### src/rtl/reg_write_pkg.sv
// Shared select codes and channel state encoding for the register-write controller.
package reg_write_pkg;

    localparam int unsigned SEL_NOP = 32'd0;
    localparam int unsigned SEL_TP1 = 32'd1;
    localparam int unsigned SEL_TP2 = 32'd2;
    localparam int unsigned SEL_AC  = 32'd3;

    typedef enum logic [0:0] {
        ST_IDLE  = 1'b0,
        ST_BURST = 1'b1
    } chan_state_e;

endpackage

### src/rtl/reg_write_chan.sv
// One core channel: accepts a select/length request and holds a single
// registered load enable for the requested number of cycles.
module reg_write_chan
    import reg_write_pkg::*;
#(
    parameter int NUM_REGS = 3,
    parameter int SEL_W    = 4,
    parameter int LEN_W    = 4
) (
    input  logic                clk,
    input  logic                rst_n,
    input  logic                req_valid,
    output logic                req_ready,
    input  logic [SEL_W-1:0]    req_sel,
    input  logic [LEN_W-1:0]    req_len,
    input  logic                flush,
    input  logic                err_clr,
    output logic [NUM_REGS-1:0] ld_en,
    output logic                busy,
    output logic                err
);

    chan_state_e         state_q, state_d;
    logic [LEN_W-1:0]    cnt_q, cnt_d;
    logic [NUM_REGS-1:0] ld_en_q, ld_en_d;
    logic                err_q, err_d;
    logic                live_q, live_d;

    logic                ready_s;
    logic                accept_s;
    logic                sel_legal_s;
    logic                sel_illegal_s;
    logic [LEN_W-1:0]    len_eff_s;

    // Request handshake decode and effective length (zero length means one cycle).
    always_comb begin
        ready_s       = live_q && !flush &&
                        ((state_q == ST_IDLE) ||
                         ((state_q == ST_BURST) && (cnt_q == LEN_W'(1))));
        accept_s      = ready_s && req_valid;
        sel_legal_s   = (req_sel != SEL_W'(SEL_NOP)) && (req_sel <= SEL_W'(NUM_REGS));
        sel_illegal_s = (req_sel > SEL_W'(NUM_REGS));
        if (req_len == LEN_W'(0)) begin
            len_eff_s = LEN_W'(1);
        end else begin
            len_eff_s = req_len;
        end
    end

    // Next-state, burst counter, enable row and sticky error.
    always_comb begin
        state_d = state_q;
        cnt_d   = cnt_q;
        ld_en_d = ld_en_q;
        live_d  = 1'b1;

        if (flush) begin
            state_d = ST_IDLE;
            cnt_d   = LEN_W'(0);
            ld_en_d = NUM_REGS'(0);
        end else if (accept_s && sel_legal_s) begin
            // A legal accept in the last burst cycle lands here too, so chaining has no gap.
            ld_en_d = NUM_REGS'(1) << (req_sel - SEL_W'(1));
            if (len_eff_s > LEN_W'(1)) begin
                state_d = ST_BURST;
                cnt_d   = len_eff_s;
            end else begin
                state_d = ST_IDLE;
                cnt_d   = LEN_W'(0);
            end
        end else begin
            case (state_q)
                ST_BURST: begin
                    if (cnt_q > LEN_W'(1)) begin
                        cnt_d = cnt_q - LEN_W'(1);
                    end else begin
                        state_d = ST_IDLE;
                        cnt_d   = LEN_W'(0);
                        ld_en_d = NUM_REGS'(0);
                    end
                end
                default: begin
                    state_d = ST_IDLE;
                    cnt_d   = LEN_W'(0);
                    ld_en_d = NUM_REGS'(0);
                end
            endcase
        end

        // A new illegal accept wins over a simultaneous clear.
        if (accept_s && sel_illegal_s) begin
            err_d = 1'b1;
        end else if (err_clr) begin
            err_d = 1'b0;
        end else begin
            err_d = err_q;
        end
    end

    // Channel state registers; live_q keeps the release edge from accepting.
    always_ff @(posedge clk or negedge rst_n) begin
        if (!rst_n) begin
            state_q <= ST_IDLE;
            cnt_q   <= LEN_W'(0);
            ld_en_q <= NUM_REGS'(0);
            err_q   <= 1'b0;
            live_q  <= 1'b0;
        end else begin
            state_q <= state_d;
            cnt_q   <= cnt_d;
            ld_en_q <= ld_en_d;
            err_q   <= err_d;
            live_q  <= live_d;
        end
    end

    assign req_ready = ready_s;
    assign ld_en     = ld_en_q;
    assign busy      = (state_q == ST_BURST);
    assign err       = err_q;

endmodule

### src/rtl/reg_write_ctrl.sv
// Multi-core register-write controller: NUM_CORES independent channels
// sharing only the clock and reset.
module reg_write_ctrl
    import reg_write_pkg::*;
#(
    parameter int NUM_CORES = 4,
    parameter int NUM_REGS  = 3,
    parameter int SEL_W     = 4,
    parameter int LEN_W     = 4
) (
    input  logic                          clk,
    input  logic                          rst_n,
    input  logic [NUM_CORES-1:0]          req_valid,
    output logic [NUM_CORES-1:0]          req_ready,
    input  logic [NUM_CORES*SEL_W-1:0]    req_sel,
    input  logic [NUM_CORES*LEN_W-1:0]    req_len,
    input  logic [NUM_CORES-1:0]          flush,
    input  logic [NUM_CORES-1:0]          err_clr,
    output logic [NUM_CORES*NUM_REGS-1:0] ld_en,
    output logic [NUM_CORES-1:0]          busy,
    output logic [NUM_CORES-1:0]          err
);

    for (genvar c = 0; c < NUM_CORES; c++) begin : g_chan
        reg_write_chan #(
            .NUM_REGS (NUM_REGS),
            .SEL_W    (SEL_W),
            .LEN_W    (LEN_W)
        ) u_chan (
            .clk       (clk),
            .rst_n     (rst_n),
            .req_valid (req_valid[c]),
            .req_ready (req_ready[c]),
            .req_sel   (req_sel[c*SEL_W +: SEL_W]),
            .req_len   (req_len[c*LEN_W +: LEN_W]),
            .flush     (flush[c]),
            .err_clr   (err_clr[c]),
            .ld_en     (ld_en[c*NUM_REGS +: NUM_REGS]),
            .busy      (busy[c]),
            .err       (err[c])
        );
    end

endmodule

### config.mk
export PLATFORM = sky130hd
export DESIGN_NAME = reg_write_ctrl
export DESIGN_NICKNAME = d
export VERILOG_FILES = /design/src/rtl/reg_write_pkg.sv /design/src/rtl/reg_write_chan.sv /design/src/rtl/reg_write_ctrl.sv
export SDC_FILE = /design/constraint.sdc
export NUM_CORES = 1
export LEC_CHECK = 0
export ABC_CLOCK_PERIOD_IN_PS = 4700
export BUFFER_PORTS_ARGS = -buffer_cell sky130_fd_sc_hd__buf_2
export CAP_MARGIN = 40
export CELL_PAD_IN_SITES_DETAIL_PLACEMENT = 0
export CELL_PAD_IN_SITES_GLOBAL_PLACEMENT = 1
export CORE_MARGIN = 1
export CORE_UTILIZATION = 41
export CTS_BUF_LIST = sky130_fd_sc_hd__clkbuf_4 sky130_fd_sc_hd__clkbuf_8 sky130_fd_sc_hd__clkbuf_16
export DETAILED_ROUTE_END_ITERATION = 16
export PLACE_DENSITY_LB_ADDON = 0.1
export SLEW_MARGIN = 20
export SYNTH_ARGS = -nofsm -noshare
export SYNTH_HDL_FRONTEND = slang
export SYNTH_SLANG_ARGS = --single-unit
### constraint.sdc
create_clock -name clk -period 4.7 [get_ports clk]
set_clock_uncertainty 0.05 [all_clocks]
set_input_delay 0.705 -clock clk [delete_from_list [all_inputs] [get_ports clk]]
set_output_delay 0.705 -clock clk [all_outputs]
set_load 0.05 [all_outputs]
======== Yosys cells after proc, flatten, opt, wreduce, memory -nomap -nowiden ========
Index checks and enable logic that the tools add are counted.
cells by class
  add/sub/neg operators ................... 8
  multiply operators ...................... 0
  div/mod/pow operators ................... 0
  order comparisons ....................... 16
  eq/ne operators ......................... 8
  shift operators ......................... 4
  multiplexer cells ....................... 68
  bitwise operators ....................... 4
  reductions and logical operators ........ 48
operator list
  kind                                                            count
  two-way mux 4 bit                                               24
  two-way mux 3 bit                                               16
  > comparator 4 x 1 -> 1 bit, second input constant              8
  subtractor 4 x 1 -> 4 bit, second input constant                8
  logical AND 1 bit                                               28
  two-way mux 1 bit                                               28
  == test 4 x 1 -> 1 bit, second input constant                   4
  > comparator 4 x 2 -> 1 bit, second input constant              4
  less-or-equal comparator 4 x 2 -> 1 bit, second input constant  4
  zero test 4 bit                                                 4
  != test 4 bit, second input constant                            4
  nonzero test 4 bit                                              4
  << shifter 1 x 4 -> 3 bit, first input constant                 4
  nonzero test 2 bit                                              4
  zero test 1 bit                                                 4
  logical OR 1 bit                                                4
  inverter 1 bit                                                  4
storage, ports and cells
  bits in registers ....................... 37
  bits in latches ......................... 0
  memory bits (writable) .................. 0
  memory bits (read-only) ................. 0
  bits of input ports ..................... 46
  output and inout port bits .............. 24
  logic and storage cells ................. 173
  memories ................................ 0

======== Depth between registers and ports, before layout ========
Gate-level depths: netlist (run 1).
  word-level depth ........................ 8
  gate-level depth with buffers ........... 6
  depth with buffers taken out ............ 5

======== Modules after synthesis ========
From an unflattened synthesis (run 1), not the netlist that was laid out.
second synthesis, totals
  cell total of the unflattened synthesis .. 194
  area, all modules ....................... 2,183.3 µm²
modules (own cells, without submodules)
  module                              times used  cells each  area each (µm²)  seq. area each (µm²)
  reg_write_chan at g_chan[3].u_chan  1           50          553.0            250.2
  reg_write_chan at g_chan[2].u_chan  1           49          549.3            250.2
  reg_write_chan at g_chan[0].u_chan  1           48          541.8            250.2
  reg_write_chan at g_chan[1].u_chan  1           47          539.3            250.2

======== Worst setup path after synthesis (run 1) ========
OpenSTA, ideal clock, no wires.
  path type ............................... reg2out
  start ................................... register g_chan[2].u_chan.cnt_q[1]
  end ..................................... output port req_ready[2]
  arrival ................................. 1,468 ps
  setup slack ............................. 2,477 ps
  cell stages (with the launch flop) ...... 6
  path buffers ............................ 1
  cell sequence ........................... dfrtp_1 inv_1 ha_1 or3b_2 a21oi_1 buf_4
between the ends
  longest elaborated chain between the ends .. 4
RTL lines
  what                      line                   text
  start: declaration        reg_write_chan.sv:24   logic [LEN_W-1:0] cnt_q, cnt_d;
  start signal: assignment  reg_write_chan.sv:110  cnt_q <= cnt_d;
  == test 4 x 1 -> 1 bit    reg_write_chan.sv:39   ((state_q == ST_BURST) && (cnt_q == LEN_W'(1))));
  logical AND 1 bit         reg_write_chan.sv:39
  logical OR 1 bit          reg_write_chan.sv:38   ((state_q == ST_IDLE) ||
  logical AND 1 bit         reg_write_chan.sv:37   ready_s = live_q && !flush &&
  end: declaration          reg_write_ctrl.sv:14   output logic [NUM_CORES-1:0] req_ready,
Every way passes these cells.

======== Worst setup path in the final report (run 1) ========
Same ends and word-level chain as after synthesis.

==> results of run 1 <==
report_power, final:
part / switching, mW / internal (mW)
combinational: 0.0552 / 0.0345
sequential: 0.00384 / 0.323
clock: 0.114 / 0.102
cell type report:
type | count | area, um2
repair buffers | 71 | 378
clock buffers | 5 | 68.8
well taps | 67 | 83.8
flip-flops and latches | 37 | 926
multi-input cells | 118 | 940
clock inverters | 3 | 17.5
inverters | 33 | 124
fillers | 458 | 2250
registers in the layout, summed over array words and instances (netlist names):
name                  count
g_chan.u_chan.cnt_q      16
g_chan.u_chan.ld_en      12
g_chan.u_chan.busy        4
g_chan.u_chan.err         4
g_chan.u_chan.live_q      1
through the flow:
stage | utilization | cell area [um2]
6_report | 0.530 | 2540
5_1_grt | 0.530 | 2540
4_1_cts | 0.530 | 2540
2_1_floorplan | - | 2080
3_3_place_gp | 0.505 | 2420
3_5_place_dp | 0.512 | 2450
worst reg2reg max path, stage by stage (launching register included):
cell and delay (ns):
dfrtp_1 0.38, inv_1 0.08, ha_1 0.18, or3b_2 0.51, a211oi_4 0.44, a32o_2 0.24
cells in the final DEF, fill, tap and decap left out, drive strengths merged, types with 2 or more instances in the layout:
cell and count:
o211a 3, o211ai 3, xnor2 2, clkbuf 5, o21ai 6, o32ai 7, dfrtp 37, a21oi 2
a32o 5, ha 12, buf 71, nor2 10, nor3 12, o311ai 3, clkinv 2, nand2 2
nor4bb 3, a22o 9, o311a 2, and3 2, nor3b 3, nand2b 5, inv 33, o41ai 3
o2bb2ai 7, xor2 6
worst min path at each step:
stage / startpoint / to / slack, ns / cells after the start
floorplan: rst_n / g_chan[0].u_chan.busy / 0.36 / 0
global placement: g_chan[2].u_chan.ld_en[0] / g_chan[2].u_chan.ld_en[0] / 0.43 / 1
detailed placement: g_chan[0].u_chan.err / g_chan[0].u_chan.err / 0.42 / 2
CTS: rst_n / g_chan[3].u_chan.ld_en[1] / 0.32 / 1
global route: rst_n / g_chan[3].u_chan.ld_en[1] / 0.33 / 1
finish: rst_n / g_chan[3].u_chan.ld_en[1] / 0.31 / 1
per-layer routing:
layer / vias to the layer above / share of wire
li1: 844 / -
met1: 790 / 0.46
met2: 40 / 0.48
met3: 7 / 0.056
met4: 0 / 0.012
met5: - / 0
cell families after synthesis:
logic type | count (synthesis) | share of synthesized area
buf+inv | 45 | 0.103
compound gates | 54 | 0.223
mux | 1 | 0.00481
simple gates | 42 | 0.116
fa+ha+maj | 12 | 0.0722
xor+xnor | 8 | 0.0337
flops | 37 | 0.445
other cells | 1 | 0.00180
==> summary.txt, run 1 <==
Outcome - finished, final reports clean
Placer Congestion - 0.759
# setup viols final - 0
Row count - 25
Critical path origin - g_chan[2].u_chan.cnt_q[1]
IO Port Bufs - 69
Initial antenna violation count - 0
RSZ-0062 raised after global routing - false
Clock sinks - 37
Gate Count Post-Synth - 200
Max_cap viols - 0
WL/cell - 13.5 um
HP Class - in2async
Final Hold Vio Count - 0
Synth top area share - 0.445
Synth Cell Area - 2080 um2
Chip height - 73.2 um
Most numerous cell in the Yosys netlist - dfrtp_1
Vias in the first global route - 1680
Slew HR - 0.436
Predominant post-synthesis flop cell - dfrtp_1
Antenna Nets Post-Route - 0
CTS Hold Bufs - 0
Total Routing Usage GR - 0.179
Syn Nets - 258
Met2 global-route usage - 0.288
Routed via count - 1681
Setup bufs post-CTS - 0
Diodes inserted - 0
Register bit total from synthesis - 37
Top Usage Layer GRT - met2
R2r endpoint - g_chan[2].u_chan.cnt_q[0]
First-pass detailed-route iteration total - 4
Peak supply drop - 0.124 mV
Average cell area after synthesis - 10.4 um2
Share of cells above drive strength 1 - 0.330
Power, Total - 0.633 mW
Reg-to-reg startpoint - g_chan[2].u_chan.cnt_q[1]
Final WS setup - 2.03 ns
Critical Path, Cell by Cell - inv_1 > ha_1 > or3b_2 > a21oi_1 > buf_2
Critical Path Stages - 5
CTS Root Cell - clkbuf_8
Sequential fraction of the synthesis area - 0.445
CP peak stage delay - 0.51 ns
Largest net degree at the start of global routing - 20
Worst-path clk slew - 0.08 ns
TritonCTS clock tree - yes
P per Cell Area - 250 nW/um2
Die area - 5360 um2
Finished Layout Cells - 334
Worst reg-to-reg path cell count - 5
H-tree depth - 2
CP top delay family - simple AND/OR/NAND/NOR gates
Worst-path maximum fanout - 3
Crit Path Class - reg2out
Lkg Pwr - 1.34 nW
Initial Util - 0.435
Crit end category - output port
Grt ovf - 0
Min Hold Slack - 0.312 ns
Max-slew violations - 0
Worst slack, placed - 2.35 ns
Area Overhead vs Synth - 22.0%
Placed Cells - 326
Netlist cell types - 38
Via density - 5.03
Die Span X - 73.2 um
DRC viols - 0
# resized after CTS - 0
Top Ports - 70
Core Footprint - 4790 um2
Synth area leader - dfrtp_1
GRT met1 Usage - 0.228
Ys Warns - 0
CP startpoint kind - flip-flop
Critical Path AT - 1.92 ns
Reg2reg setup slack - 2.77 ns
TritonCTS Buffers - 5
Worst path slowest cell - or3b_2
Synth cell count leaders - dfrtp_1 (37), inv_1 (33), buf_4 (12), ha_1 (12), nor3_1 (12)
Largest cells by area after synthesis - dfrtp_1 (45%), ha_1 (7.2%), inv_1 (6.0%)
EDFF count, synth - 0
Final worst-path cycle share - 0.569
CP required - 3.94 ns
Tmin final - 2.67 ns
Setup TNS - 0 ns
First-pass GRT wire length - 7310 um
Clock tree buffer depth - 2
Worst skew pair latency - 0.29 ns
WP buf/inv - 2
Initial DRC count - 55
M3 GR Usage - 0.0566
Nets - 324
Critical Path Sink - req_ready[2]
Routed WL - 4500 um
Fmax - 0.374 GHz
Final HPWL from detailed placement - 3570 um
Least-Margin Pin Slew - 0.835 ns
FFs w/ async S/R, synth - 1.00
(Power assumes the default switching activity.)
==> run 2, diff against run 1 <==
--- a/config.mk
+++ b/config.mk
@@ -5,13 +5,13 @@
 export SDC_FILE = /design/constraint.sdc
 export NUM_CORES = 1
 export LEC_CHECK = 0
-export ABC_CLOCK_PERIOD_IN_PS = 4700
+export ABC_CLOCK_PERIOD_IN_PS = 2700
 export BUFFER_PORTS_ARGS = -buffer_cell sky130_fd_sc_hd__buf_2
 export CAP_MARGIN = 40
 export CELL_PAD_IN_SITES_DETAIL_PLACEMENT = 0
 export CELL_PAD_IN_SITES_GLOBAL_PLACEMENT = 1
 export CORE_MARGIN = 1
-export CORE_UTILIZATION = 41
+export CORE_UTILIZATION = 38
 export CTS_BUF_LIST = sky130_fd_sc_hd__clkbuf_4 sky130_fd_sc_hd__clkbuf_8 sky130_fd_sc_hd__clkbuf_16
 export DETAILED_ROUTE_END_ITERATION = 16
 export PLACE_DENSITY_LB_ADDON = 0.1
==> constraint.sdc (replaced) <==
create_clock -name clk -period 2.7 [get_ports clk]
set_clock_uncertainty 0.05 [all_clocks]
set_input_delay 0.405 -clock clk [delete_from_list [all_inputs] [get_ports clk]]
set_output_delay 0.405 -clock clk [all_outputs]
set_load 0.05 [all_outputs]
==> run 2 against run 1 <==
Against the previous run:
- hold slack worse by 0.27 ns
- highest routed layer unchanged
- die area is 7.7% higher
- largest power group unchanged
- critical path type unchanged
- register-to-register slack worse by 2.0 ns
- largest cell class unchanged
==> summary.txt, run 2 (synthesized netlist as in run 1, its figures left out) <==
Grt ovf - 0 (unchanged)
HP Class - in2async
First-pass GRT wire length - 7910 um (+8.1%)
TritonCTS clock tree - yes
Max-slew violations - 0 (unchanged)
Chip height - 76.0 um (+3.8%)
Fin area - 2550 um2 (+0.39%)
Crit end category - output port
Vias in the first global route - 1648 (-1.9%)
Diodes inserted - 0 (unchanged)
Slew HR - 0.454 (+0.0179)
IO Port Bufs - 69 (unchanged)
Nets - 324 (unchanged)
Largest Register - g_chan.u_chan.cnt_q
Initial DRC count - 75 (+36%)
Core Footprint - 5170 um2 (+8.1%)
DRC viols - 0 (unchanged)
Critical Path, Cell by Cell - inv_1 > ha_1 > or3b_2 > a21oi_1 > buf_2
P per Cell Area - 441 nW/um2 (+77%)
Die area - 5770 um2 (+7.7%)
RSZ-0062 raised after global routing - false
Initial antenna violation count - 0 (unchanged)
Critical Path AT - 1.91 ns (about the same)
Worst-path maximum fanout - 3 (unchanged)
Fmax - 0.423 GHz
CP peak stage delay - 0.50 ns (about the same)
Worst-path clk slew - 0.07 ns (about the same)
Worst path slowest cell - or3b_2
Outcome - finished, final reports clean
Clock tree buffer depth - 2 (unchanged)
Row count - 26 (+4.0%)
Max FFs per register - 16 (unchanged)
CTS Hold Bufs - 0 (unchanged)
Min Hold Slack - 0.0395 ns (-0.272 ns)
Fillers - 507 (+11%)
Placed Area - 2460 um2 (+0.26%)
CP required - 2.25 ns (-1.69 ns)
WL/cell - 13.7 um (+1.4%)
Peak supply drop - 0.312 mV (+150%)
Final Core Density - 0.493 (-0.0377)
Clock sinks - 37 (unchanged)
Area Overhead vs Synth - 22.5%
Crit Path Class - reg2out
CTS Root Cell - clkbuf_8
Final worst-path cycle share - 0.875
Initial Util - 0.402 (-0.0325)
# resized after CTS - 0 (unchanged)
Antenna Nets Post-Route - 0 (unchanged)
Max_cap viols - 0 (unchanged)
Total Routing Usage GR - 0.172 (-0.00694)
Finished Layout Cells - 336 (+0.60%)
First-pass detailed-route iteration total - 4 (unchanged)
Final Hold Vio Count - 0 (unchanged)
Placer Congestion - 0.795 (+4.8%)
# setup viols final - 0 (unchanged)
Final WS setup - 0.338 ns (-1.69 ns)
Share of cells above drive strength 1 - 0.327 (-0.00252)
Least-Margin Pin Slew - 0.808 ns (-0.0265 ns)
Most common cell after layout, fill and taps aside - buf_2
Power, Total - 1.12 mW (+77%)
Tmin final - 2.36 ns
Via density - 4.90 (-2.7%)
Setup TNS - 0 ns (unchanged)
Top Ports - 70 (unchanged)
Routed via count - 1646 (-2.1%)
H-tree depth - 2 (unchanged)
TritonCTS Buffers - 5 (unchanged)
Placed Cells - 329 (+0.92%)
Most frequent cells in the layout - buf_2 (69), dfrtp_1 (37), inv_1 (33)
Final HPWL from detailed placement - 3610 um (+1.3%)
Routed WL - 4590 um (+2.0%)
Setup bufs post-CTS - 0 (unchanged)
CP startpoint kind - flip-flop
Lkg Pwr - 1.35 nW (+0.43%)
Die Span X - 76.0 um (+3.8%)
Worst slack, placed - 0.642 ns (-1.71 ns)
Worst skew pair latency - 0.28 ns (about the same)
Largest net degree at the start of global routing - 22 (+10%)
[run 2: cell count changes in the layout (fill, tap and decap cells not counted)]
cell | before | now
buf_2 | 70 | 69
buf_4 | 0 | 1
clkbuf_4 | 0 | 1
clkbuf_8 | 5 | 6
clkinv_2 | 2 | 0
clkinvlp_4 | 1 | 0
[run 2: routing by layer]
| layer | track usage | wire length, um | vias up | part of all wire |
|---|---|---|---|---|
| met2 | 0.252 | 1960 | 40 | 0.43 |
| met4 | 0.0519 | 46 | 0 | 0.010 |
| met3 | 0.0479 | 229 | 4 | 0.050 |
| met1 | 0.248 | 2350 | 751 | 0.51 |
| li1 | - | - | 851 | - |
| met5 | 0 | 0 | - | 0 |
[run 2: layout make-up]
class / count / area [um2] / share of cell area
multi-input cells: 118 / 940 / 0.369
clock buffers: 7 / 90.1 / 0.0354
repair buffers: 71 / 380 / 0.149
inverters: 33 / 124 / 0.0486
well taps: 70 / 87.6 / 0.0344
flip-flops and latches: 37 / 926 / 0.363
[run 2: final timing paths]
path | from | endpoint | slack, ns | cells after the start
worst max register to register | g_chan[2].u_chan.cnt_q[1] | g_chan[2].u_chan.cnt_q[0] | 0.78 | 5
worst min register to register | g_chan[3].u_chan.err | g_chan[3].u_chan.err | 0.43 | 2
max in group asynchronous | rst_n | g_chan[0].u_chan.ld_en[2] | 2.09 | 2
worst min-delay path | rst_n | g_chan[3].u_chan.ld_en[1] | 0.04 | 1
min in group clk | req_sel[0] | g_chan[0].u_chan.ld_en[1] | 0.30 | 2
worst max-delay path | g_chan[2].u_chan.cnt_q[1] | req_ready[2] | 0.34 | 5
[run 2: report_power, final]
part | switching [mW] | leakage (nW) | internal, mW
registers | 0.00668 | 0.511 | 0.563
logic | 0.0964 | 0.790 | 0.0600
clock network | 0.185 | 0.0477 | 0.213
[run 2: critical path: cells and delay by family (launching register included)]
kind	cells	cell delay [ns]
simple gates	1	0.50
flops	1	0.38
compound gates	1	0.21
buf+inv	2	0.37
fa+ha+maj	1	0.17
